**src/rtl/mem_arbiter_if.sv**
```systemverilog
// -----------------------------------------------------------------------------
// mem_arbiter_if
//   Bundles every cache-side and memory-side signal of the memory arbiter.
//   The arbiter connects through the 'slave' modport. The instruction cache,
//   the data cache and the burst memory together form the 'master' side.
//
//   icache : i_read, i_addr -> ; <- i_rdata, i_resp
//   dcache : d_read, d_write, d_addr, d_wdata -> ; <- d_rdata, d_resp
//   memory : <- pmem_read, pmem_write, pmem_addr, pmem_wdata ;
//            pmem_rdata, pmem_resp ->
// -----------------------------------------------------------------------------
interface mem_arbiter_if;
    // icache side
    logic         i_read;
    logic [31:0]  i_addr;
    logic [255:0] i_rdata;
    logic         i_resp;
    // dcache side
    logic         d_read;
    logic         d_write;
    logic [31:0]  d_addr;
    logic [255:0] d_wdata;
    logic [255:0] d_rdata;
    logic         d_resp;
    // burst memory side
    logic         pmem_read;
    logic         pmem_write;
    logic [31:0]  pmem_addr;
    logic [63:0]  pmem_wdata;
    logic [63:0]  pmem_rdata;
    logic         pmem_resp;

    modport slave (
        input  i_read, i_addr,
        output i_rdata, i_resp,
        input  d_read, d_write, d_addr, d_wdata,
        output d_rdata, d_resp,
        output pmem_read, pmem_write, pmem_addr, pmem_wdata,
        input  pmem_rdata, pmem_resp
    );

    modport master (
        output i_read, i_addr,
        input  i_rdata, i_resp,
        output d_read, d_write, d_addr, d_wdata,
        input  d_rdata, d_resp,
        input  pmem_read, pmem_write, pmem_addr, pmem_wdata,
        output pmem_rdata, pmem_resp
    );
endinterface

```
**src/rtl/mem_arbiter.sv**
```systemverilog
// -----------------------------------------------------------------------------
// mem_arbiter
//   Shares one 64-bit burst memory port between an instruction cache and a
//   data cache. Every transfer is a 256-bit line moved as four 64-bit beats.
//   When both caches request in the same cycle, DCACHE_PRIORITY picks the
//   winner. The losing cache keeps its request high and is served next.
//
//   Parameters
//     DCACHE_PRIORITY : 1 = the dcache wins a tie, 0 = the icache wins a tie
//   Ports
//     clk : clock; all state changes on its rising edge
//     rst : asynchronous reset, active low
//     bus : mem_arbiter_if.slave, which carries the cache and memory signals
// -----------------------------------------------------------------------------
module mem_arbiter #(
    parameter int DCACHE_PRIORITY = 1
) (
    input  logic        clk,
    input  logic        rst,
    mem_arbiter_if.slave bus
);

    localparam logic [2:0] IDLE   = 3'd0;
    localparam logic [2:0] I_RD   = 3'd1;
    localparam logic [2:0] D_RD   = 3'd2;
    localparam logic [2:0] D_WR   = 3'd3;
    localparam logic [2:0] DONE_I = 3'd4;
    localparam logic [2:0] DONE_D = 3'd5;

    logic [2:0]   state_q, state_d;
    logic [1:0]   cnt_q, cnt_d;
    logic [31:0]  addr_q, addr_d;
    logic [255:0] wdata_q, wdata_d;
    logic [255:0] line_q, line_d;

    logic d_req;
    logic pick_d;

    always_comb begin
        state_d = state_q;
        cnt_d   = cnt_q;
        addr_d  = addr_q;
        wdata_d = wdata_q;
        line_d  = line_q;

        d_req  = bus.d_read | bus.d_write;
        // The dcache wins a tie only when it has priority.
        // With no icache request it wins regardless.
        pick_d = d_req && ((DCACHE_PRIORITY != 0) || !bus.i_read);

        case (state_q)
            IDLE: begin
                if (pick_d) begin
                    // A writeback takes precedence when d_read and d_write are both high.
                    state_d = bus.d_write ? D_WR : D_RD;
                    addr_d  = bus.d_addr & ~32'h1F;
                    wdata_d = bus.d_wdata;
                    cnt_d   = 2'd0;
                end else if (bus.i_read) begin
                    state_d = I_RD;
                    addr_d  = bus.i_addr & ~32'h1F;
                    cnt_d   = 2'd0;
                end
            end
            I_RD, D_RD, D_WR: begin
                // Without pmem_resp the current beat is held.
                if (bus.pmem_resp) begin
                    cnt_d = cnt_q + 2'd1;
                    if (state_q != D_WR) begin
                        line_d[{cnt_q, 6'd0} +: 64] = bus.pmem_rdata;
                    end
                    if (cnt_q == 2'd3) begin
                        state_d = (state_q == I_RD) ? DONE_I : DONE_D;
                    end
                end
            end
            DONE_I, DONE_D: begin
                state_d = IDLE;
            end
            default: begin
                state_d = IDLE;
            end
        endcase
    end

    always_ff @(posedge clk or negedge rst) begin
        if (!rst) begin
            state_q <= IDLE;
            cnt_q   <= 2'd0;
            addr_q  <= 32'd0;
            wdata_q <= 256'd0;
            line_q  <= 256'd0;
        end else begin
            state_q <= state_d;
            cnt_q   <= cnt_d;
            addr_q  <= addr_d;
            wdata_q <= wdata_d;
            line_q  <= line_d;
        end
    end

    // The memory outputs are decoded from registers only. An asserted reset
    // therefore clears them at once, without waiting for a clock edge.
    assign bus.pmem_read  = (state_q == I_RD) || (state_q == D_RD);
    assign bus.pmem_write = (state_q == D_WR);
    assign bus.pmem_addr  = addr_q;
    assign bus.pmem_wdata = wdata_q[{cnt_q, 6'd0} +: 64];

    assign bus.i_resp  = (state_q == DONE_I);
    assign bus.d_resp  = (state_q == DONE_D);
    // Both caches read the same line buffer.
    // The buffer is only overwritten when the next read burst starts.
    assign bus.i_rdata = line_q;
    assign bus.d_rdata = line_q;

endmodule

```
**src/flat_wrapper.sv**
```systemverilog
// flat-port wrapper written by rule: the top's interface ports become plain ports
module mem_arbiter_flat 
#(
    parameter int DCACHE_PRIORITY = 1
)
  (clk, rst, bus_i_read, bus_i_addr, bus_i_rdata, bus_i_resp, bus_d_read, bus_d_write, bus_d_addr, bus_d_wdata, bus_d_rdata, bus_d_resp, bus_pmem_read, bus_pmem_write, bus_pmem_addr, bus_pmem_wdata, bus_pmem_rdata, bus_pmem_resp);
  mem_arbiter_if bus_i ();
  input  logic clk;
  input  logic rst;
  input wire logic [$bits(bus_i.i_read)-1:0] bus_i_read;
  input wire logic [$bits(bus_i.i_addr)-1:0] bus_i_addr;
  output wire logic [$bits(bus_i.i_rdata)-1:0] bus_i_rdata;
  output wire logic [$bits(bus_i.i_resp)-1:0] bus_i_resp;
  input wire logic [$bits(bus_i.d_read)-1:0] bus_d_read;
  input wire logic [$bits(bus_i.d_write)-1:0] bus_d_write;
  input wire logic [$bits(bus_i.d_addr)-1:0] bus_d_addr;
  input wire logic [$bits(bus_i.d_wdata)-1:0] bus_d_wdata;
  output wire logic [$bits(bus_i.d_rdata)-1:0] bus_d_rdata;
  output wire logic [$bits(bus_i.d_resp)-1:0] bus_d_resp;
  output wire logic [$bits(bus_i.pmem_read)-1:0] bus_pmem_read;
  output wire logic [$bits(bus_i.pmem_write)-1:0] bus_pmem_write;
  output wire logic [$bits(bus_i.pmem_addr)-1:0] bus_pmem_addr;
  output wire logic [$bits(bus_i.pmem_wdata)-1:0] bus_pmem_wdata;
  input wire logic [$bits(bus_i.pmem_rdata)-1:0] bus_pmem_rdata;
  input wire logic [$bits(bus_i.pmem_resp)-1:0] bus_pmem_resp;
  assign bus_i.i_read = bus_i_read;
  assign bus_i.i_addr = bus_i_addr;
  assign bus_i_rdata = bus_i.i_rdata;
  assign bus_i_resp = bus_i.i_resp;
  assign bus_i.d_read = bus_d_read;
  assign bus_i.d_write = bus_d_write;
  assign bus_i.d_addr = bus_d_addr;
  assign bus_i.d_wdata = bus_d_wdata;
  assign bus_d_rdata = bus_i.d_rdata;
  assign bus_d_resp = bus_i.d_resp;
  assign bus_pmem_read = bus_i.pmem_read;
  assign bus_pmem_write = bus_i.pmem_write;
  assign bus_pmem_addr = bus_i.pmem_addr;
  assign bus_pmem_wdata = bus_i.pmem_wdata;
  assign bus_i.pmem_rdata = bus_pmem_rdata;
  assign bus_i.pmem_resp = bus_pmem_resp;
  mem_arbiter #(.DCACHE_PRIORITY(DCACHE_PRIORITY)) u_core (.clk(clk), .rst(rst), .bus(bus_i));
endmodule
```
**config.mk**
```make
export PLATFORM = sky130hd
export DESIGN_NAME = mem_arbiter_flat
export DESIGN_NICKNAME = d
export VERILOG_FILES = /design/src/rtl/mem_arbiter_if.sv /design/src/rtl/mem_arbiter.sv /design/src/flat_wrapper.sv
export SDC_FILE = /design/constraint.sdc
export NUM_CORES = 1
export LEC_CHECK = 0
export ABC_CLOCK_PERIOD_IN_PS = 3280
export BUFFER_PORTS_ARGS = -buffer_cell sky130_fd_sc_hd__buf_2
export CORE_AREA = 5 5 386 388
export CTS_CLUSTER_SIZE = 24
export DETAILED_ROUTE_END_ITERATION = 8
export DIE_AREA = 0 0 391 393
export PLACE_DENSITY = 0.45
export SLEW_MARGIN = 5
export SYNTH_ARGS = -nofsm -noshare
export SYNTH_HDL_FRONTEND = slang
export SYNTH_SLANG_ARGS = --single-unit
```
**constraint.sdc**
```tcl
create_clock -name clk -period 3.28 [get_ports clk]
set_input_delay 0.656 -clock clk [delete_from_list [all_inputs] [get_ports clk]]
set_output_delay 0.656 -clock clk [all_outputs]
set_load 0.005 [all_outputs]
```
[Yosys cells after proc, flatten, opt, wreduce, memory -nomap -nowiden]
Index checks and enable logic that the tools add are counted.
Cells by class
  add/subtract/negate cells: 2
  bitwise operators: 1
  shift operators: 3
  muxes and demuxes: 14
  reduce and logical (&&, ||, !) cells: 10
  equal/unequal tests: 10
Operators by type and width (number)
  $bwmux W256: 1
  $shift A64 B10 Y256 const A: 1
  $shiftx A256 B9 Y64: 1
  $shiftx A64 B10 Y256: 1
  $mux W32: 2
  $mux W3: 4
  $neg A8 Y10: 1
  $reduce_and A3 Y1: 3
  $eq A3 B2 Y1 const B: 2
  $eq A3 B3 Y1 const B: 2
  $mux W2: 3
  $ne A3 B2 Y1 const B: 2
  $pmux W3 S2: 1
  $pmux W2 S2: 1
  $reduce_and A2 Y1: 2
  $reduce_bool A2 Y1: 2
  $eq A3 B1 Y1 const B: 1
  $logic_not A3 Y1: 1
  $reduce_or A3 Y1: 1
  $add A2 B1 Y2 const B: 1
  $eq A2 B2 Y1 const B: 1
  $mux W1: 2
  $ne A2 B1 Y1 const B: 1
  $ne A2 B2 Y1 const B: 1
  2 further kinds: 2
Word-level totals
  output and inout port bits: 612
  bits in registers: 549

[Longest topological paths before layout]
Gate-level depths: netlist (run 1).
  word-level depth: 5
  mapped depth: 9
  mapped depth without buffers: 5

[Worst setup path before layout (run 1)]
No wires, ideal clock.
  path kind: register to register
  start point: register u_core.cnt_q[1]
  end point: register u_core.line_q[192], in the netlist u_core.bus.d_rdata[192]
  setup time: 79 ps
  arrival time: 2222 ps
  stages on the path, launching flop included: 10
  slack: 979 ps
  path through: dfrtp_1 buf_2 buf_1 inv_1 ha_1 nor3b_1 buf_2 clkbuf_1 nand2_1 mux2i_1
Between the ends
  word-level cells in the longest chain between the ends: 3
  elaborated cells between the ends (all ways): 4
  those cells by class: add/sub (1); shift (2); mux (1)
RTL lines
  start, declared: line mem_arbiter.sv:31  | logic [1:0] cnt_q, cnt_d;
  start signal, assigned: line mem_arbiter.sv:95  | cnt_q <= cnt_d;
  $neg A8 Y10 *: line mem_arbiter.sv:70  | line_d[{cnt_q, 6'd0} +: 64] = bus.pmem_rdata;
  $shiftx A64 B10 Y256 or $shift A64 B10 Y256 (tied branches): line mem_arbiter.sv:70
  $bwmux W256 *: line mem_arbiter.sv:70
  end signal, assigned: line mem_arbiter.sv:98  | line_q <= line_d;
  end, declared: line mem_arbiter.sv:34  | logic [255:0] line_q, line_d;
Every way passes the cells marked *; elsewhere a longest branch is shown, timed or not.
A chain may end at the register's enable or synchronous reset.

[Final worst setup path (run 1)]
  start point: register u_core.cnt_q[1]
  end point: output bus_pmem_wdata[57]
Between the ends
  word-level cells in the longest chain between the ends: 1
RTL lines
  $shiftx A256 B9 Y64: line mem_arbiter.sv:107  | assign bus.pmem_wdata = wdata_q[{cnt_q, 6'd0} +: 64];
  end, declared: line flat_wrapper.sv:23  | output wire logic [$bits(bus_i.pmem_wdata)-1:0] bus_pmem_wdata;
No other way between the ends.

==> results of run 1 <==
[cell type report]
type | count | area share [%]
multi-input cells | 933 | 26.3
repair buffers | 1059 | 17.0
inverters | 258 | 2.84
flip-flops and latches | 544 | 40.0
diodes | 35 | 0.257
well taps | 1917 | 7.04
clock buffers | 95 | 5.74
clock inverters | 25 | 0.848
[state kept, by name, indices dropped and copies added (netlist names)]
signal and cells:
u_core.bus.d_rdata 256, u_core.wdata_q 256, u_core.bus.pmem_addr 27, u_core.state_q 3, u_core.cnt_q 2
[cells by family after synthesis]
family	synth area share (%)
AO/OA/AOI/OAI	0.176
XOR/XNOR	0.0618
adder cells (fa/ha/maj)	0.285
buffers and inverters	14.7
flip-flops	51.7
multiplexers	28.9
other	0.0142
AND/OR/NAND/NOR	4.26
[placed cells by master (no fill, tap or decap), types with 24 or more instances in the layout]
master,netlist,routed
buf_2,16,985
dfrtp_1,544,542
nand2_1,259,259
inv_1,258,258
mux2i_1,257,257
mux2_2,178,178
mux2_1,109,109
clkbuf_16,0,71
mux4_2,64,64
buf_4,266,48
diode_2,0,35
mux2_4,24,24
[power by group]
part	total [W]	leakage, nW	switching [W]	internal (W)
Sequential	0.0124	6.80	0.00243	0.00993
Clock	0.00771	1.11	0.00314	0.00457
Combinational	0.0145	10.0	0.00721	0.00732
Total	0.0346	18.0	0.0128	0.0218
[synth_stat cells (2+ instances only)]
cell,instances
buf_6,30
nand2b_1,2
and2_1,2
nor2_1,3
buf_2,16
buf_8,24
nand3_1,4
mux2i_1,257
nor2b_1,3
mux2_4,24
mux2_1,109
clkbuf_1,29
buf_1,2
buf_4,266
mux2_2,178
and3b_1,2
ha_1,6
nor3b_1,3
inv_1,258
dfrtp_1,544
mux4_2,64
nand2_1,259
a21oi_1,2
[layer usage]
| layer | vias to the layer above | GRT usage (%) | routed length (um) |
|---|---|---|---|
| li1 | 8166 | - | - |
| met1 | 9000 | 15.3 | 41500 |
| met2 | 679 | 21.7 | 50700 |
| met3 | 180 | 5.97 | 10100 |
| met4 | 44 | 5.80 | 4260 |
| met5 | - | 0.638 | 396 |
[worst min path at each step]
stage                       endpoint                 from  cells after the start  slack, ns
2_1_floorplan  u_core.bus.d_rdata[0]                  rst                      0       0.36
3_3_place_gp     u_core.wdata_q[145]  u_core.wdata_q[145]                      1       0.47
3_5_place_dp     u_core.wdata_q[253]  u_core.wdata_q[253]                      1       0.48
4_1_cts          u_core.wdata_q[100]     bus_d_wdata[100]                      2       0.12
5_1_grt          u_core.wdata_q[155]     bus_d_wdata[155]                      2       0.15
6_report         u_core.wdata_q[248]     bus_d_wdata[248]                      2       0.21
[repair_timing]
item / CTS / global route
resized for setup: 0 / 0
hold endpoints to repair: 31 / 0
hold buffers: 1 / 0
setup buffers: 5 / 0
setup endpoints to repair: 50 / 0
[metrics by stage]
stage | setup slack, ns | power [W] | cell area (um^2)
floorplan | 0.979 | 0.0212 | 26400
global placement | 0.603 | 0.0272 | 31700
detailed placement | 0.545 | 0.0274 | 31700
CTS | 0.171 | 0.0355 | 34000
global route | 0.171 | 0.0370 | 34000
finish | 0.281 | 0.0346 | 34100
==> metrics.yaml, run 1 <==
outcome:
  status: "completed"
floorplan:
  initial_utilization_pct: 18.2
  die_x_um: 391
  ioPinCount: 1002
  die-area_mm2: 0.154
  coreArea_mm2: 0.145
  num_rows: 140
  fp.dieH_um: 393
critical_path:
  crit_start: "u_core.cnt_q[1]"
  worst_r2r_path_depth: 4
  setup.worst_path.class: "reg -> out"
  critPathMaxFanout: 53
  r2r-end: "u_core.bus.d_rdata[234]"
  critPathBufInv: 2
  r2r_start: "u_core.state_q[1]"
  critPathCapture: "bus_pmem_wdata[57]"
  critical_path_cell_count: 3
  rrSetupSlack_ns: 0.79
  cpMaxStageDelayCell: "dfrtp_4"
  worstPathArrival_ns: 2.34
  crit_required_ns: 2.62
  critPathCaptureType: "output pin"
  critPathTopFamily: "flip-flops"
  critical_path.startpoint_type: "flip-flop"
  path_cells: "buf_12 -> mux4_2 -> buf_2"
  slowest_delay_ns: 0.61
cts:
  cts_max_level: 3
  clock-sinks: 544
  cts_buffers: 68
  cts_root_buf: "clkbuf_16"
  cts_tree: "done"
  clock_path_buffers: 3
  clk_pin_slew_ns: 0.06
  clk_latency_ns: 0.65
placed_design:
  portBuffers: 986
  place_inst: 4705
  dpl.hpwl_um: 82900
  place_congestion: 0.824
finish:
  fillCellCount: 15700
  ff_latch_area_mm2: 0.0136
  utilization_pct: 23.5
  drive_gt1_share_pct: 49.5
  instances_no_fill: 4866
  nets: 3260
  syn2layout_area_growth_pct: 29.4
  multi_input_area_mm2: 0.00896
timing:
  slew_violations: 0
  slew_headroom_pct: 48.4
  finalCriticalPeriod_ns: 3.00
  rsz0062_at_grt: "no"
  hold_ws_ns: 0.214
  final.setup.tns_ns: 0
  setup_violations: 0
  worst_clock_skew_ns: 0.0301
  worst_pin_slew_ns: 0.774
  fmax_mhz: 333
  hold_violations: 0
  fin_crit_sh_pct: 91.4
synth:
  yosysWarnings: 0
  synth_cell_types: 34
  syn_area_per_cell_um2: 12.6
  ys_ff_latch: 544
  synth-main-ff-cell: "dfrtp_1"
  synth_edf_count: 0
  yosysTopAreaCellShare_pct: 51.7
  syn_area_mm2: 0.0263
  synthTopCellsByArea: "dfrtp_1, mux2i_1, mux2_2"
  yosys.area.top_type: "dfrtp_1"
  ys_seq_area_share_pct: 51.7
  synthCells: 2098
  async_flop_share_pct: 100
detailed_routing:
  wire_per_inst_um: 22.0
  vias_per_cell: 3.71
  first_pass_iters: 4
  drc: 0
  detail-route-antenna-nets: 0
  vias: 18100
  wl_um: 107000
  drt_first_iter_violations: 686
pwr:
  p_per_area_mw_per_mm2: 1010
  ir_worst_vdd_mv: 0.507
  p_leak_nw: 18.0
global_route:
  gr-total-overflow: 0
  grt_max_degree: 82
  grt_first_pass_wirelength_um: 146000
  grt_usage_pct: 13.4
  grt_pass1_vias: 18900
  antenna_found_initial: 64
run:
  drv_cap: 0
worst_hold_path:
  hold_class: "in -> reg"
Note: power is estimated with default switching activity, not from simulation.
==> inputs of run 2 (changes only) <==
--- a/config.mk
+++ b/config.mk
@@ -9,6 +9,6 @@
 export BUFFER_PORTS_ARGS = -buffer_cell sky130_fd_sc_hd__buf_2
-export CORE_AREA = 5 5 386 388
+export CORE_AREA = 5 5 382 384
 export CTS_CLUSTER_SIZE = 24
 export DETAILED_ROUTE_END_ITERATION = 8
-export DIE_AREA = 0 0 391 393
+export DIE_AREA = 0 0 387 389
 export PLACE_DENSITY = 0.45
--- a/constraint.sdc
+++ b/constraint.sdc
@@ -3,2 +3,2 @@
 set_output_delay 0.656 -clock clk [all_outputs]
-set_load 0.005 [all_outputs]
+set_load 0.1 [all_outputs]
==> run 2 against run 1 <==
  * Worst hold slack got worse by 0.0016 ns
  * First-iteration DRC count rose by 5.2%
  * Global-route usage rose by 0.19 points
  * Critical path type unchanged
==> metrics.yaml, run 2 (synthesized netlist as in run 1, its figures left out) <==
finish:
  nets: 3263  # +0.092%
  final_common_cell: "buf_2"
  layout_common_cells: "buf_2, dfrtp_1, nand2_1"
  fillCellCount: 15300  # -2.2%
  syn2layout_area_growth_pct: 29.9
  drive_gt1_share_pct: 49.6  # +0.10 points
detailed_routing:
  drt_first_iter_violations: 722  # +5.2%
  vias: 18000  # -0.28%
  wl_um: 106000  # -1.3%
  vias_per_cell: 3.71  # about the same
  wire_per_inst_um: 21.8  # -0.99%
  detail-route-antenna-nets: 0  # unchanged
  first_pass_iters: 4  # unchanged
  drc: 0  # unchanged
floorplan:
  die_x_um: 387  # -1.0%
  num_rows: 139  # -0.71%
  coreArea_mm2: 0.142  # -1.8%
  die-area_mm2: 0.151  # -2.0%
  fp.dieH_um: 389  # -1.0%
  ioPinCount: 1002  # unchanged
  initial_utilization_pct: 18.5  # +0.33 points
global_route:
  grt_max_degree: 68  # -17%
  grt_pass1_vias: 19000  # +0.70%
  gr-total-overflow: 0  # unchanged
  grt_usage_pct: 13.6  # +0.19 points
  grt_first_pass_wirelength_um: 148000  # +1.3%
  antenna_found_initial: 68  # +6.3%
cts:
  clk_pin_slew_ns: 0.06  # about the same
  cts_root_buf: "clkbuf_16"
  cts_tree: "done"
  clk_latency_ns: 0.64  # about the same
  clock_path_buffers: 3  # unchanged
  clock-sinks: 544  # unchanged
  cts_max_level: 3  # unchanged
  cts_buffers: 70  # +2.9%
placed_design:
  dpl.hpwl_um: 83000  # +0.11%
  place_congestion: 0.832  # +0.89%
  portBuffers: 986  # unchanged
critical_path:
  critPathMaxFanout: 26  # -51%
  setup.worst_path.class: "reg -> out"
  worstPathArrival_ns: 2.45  # +0.11 ns
  crit_required_ns: 2.62  # about the same
  critical_path.startpoint_type: "flip-flop"
  path_cells: "buf_4 -> mux4_2 -> buf_2"
  critPathTopFamily: "buffers and inverters"
  slowest_delay_ns: 0.73  # +0.12 ns
  rrSetupSlack_ns: 0.81  # +0.02 ns
  cpMaxStageDelayCell: "dfrtp_4"
  critPathCaptureType: "output pin"
  critPathBufInv: 2  # unchanged
timing:
  setup_violations: 0  # unchanged
  final.setup.tns_ns: 0  # unchanged
  slew_violations: 0  # unchanged
  finalCriticalPeriod_ns: 3.11  # +0.107 ns
  fin_crit_sh_pct: 94.7  # +3.2 points
  worst_clock_skew_ns: 0.0280  # -0.00213 ns
  rsz0062_at_grt: "no"
  slew_headroom_pct: 55.5  # +7.1 points
  worst_pin_slew_ns: 0.667  # -0.107 ns
  fmax_mhz: 322  # -3.4%
  hold_violations: 0  # unchanged
run:
  drv_cap: 0  # unchanged
outcome:
  status: "completed"
worst_hold_path:
  hold_class: "in -> reg"
run 2: cell types whose count changed in the layout (fill, tap and decap cells not counted), sizes merged:
cell      delta
clkinv       -7
clkbuf       +4
clkinvlp     +4
diode        -4
bufinv       +2
buf          +1
run 2: repair_timing:
item,in CTS,in global routing
setup endpoints to repair,52,0
buffers inserted,4,0
hold buffers,1,0
endpoints found under the hold margin,30,0
resized for setup,0,0
run 2: per-layer routing:
metal  track usage, %  vias to the layer above  share of wire, %
met5                0                        -              0.29
met4             4.93                       48               3.4
li1                 -                     8191                 -
met3             5.48                      185               9.3
met1             16.1                     8917                40
met2             22.2                      677                47
run 2: through the flow:
stage          worst slack, ns  instances  util [%]  cell area [um^2]  hold WS [ns]
3_5_place_dp             0.585       4693      22.2             31700         0.476
3_3_place_gp             0.605       4693      22.2             31700         0.469
4_1_cts                0.00300       4821      24.0             34100         0.110
2_1_floorplan            0.520       2102         -             26400         0.360
5_1_grt                 0.0141       4831      24.0             34200         0.142
6_report                 0.174       4852      24.0             34200         0.213
run 2: final timing paths:
| path | from | to | cells past startpoint |
|---|---|---|---|
| max | u_core.cnt_q[1] | bus_pmem_wdata[3] | 3 |
| min | bus_d_wdata[45] | u_core.wdata_q[45] | 2 |
| max reg2reg | u_core.cnt_q[0] | u_core.bus.d_rdata[92] | 8 |
| min reg2reg | u_core.wdata_q[189] | u_core.wdata_q[189] | 1 |
| max in group asynchronous | rst | u_core.bus.d_rdata[183] | 3 |
| min in group asynchronous | rst | u_core.wdata_q[126] | 2 |
run 2: cell type report:
cell class	count	area, um^2	share of cell area (%)
timing repair buffer	1060	5800	16.9
clock inverter	24	392	1.14
clock buffer	99	2010	5.88
inverter	258	968	2.83
multi-input combinational	933	8960	26.2
tap	1903	2380	6.96
antenna	31	77.6	0.227
sequential	544	13600	39.8
Power of run 2 is left out: the tool's default activity adds up to more than one toggle a clock period on the data nets, which glitch-free logic cannot reach.
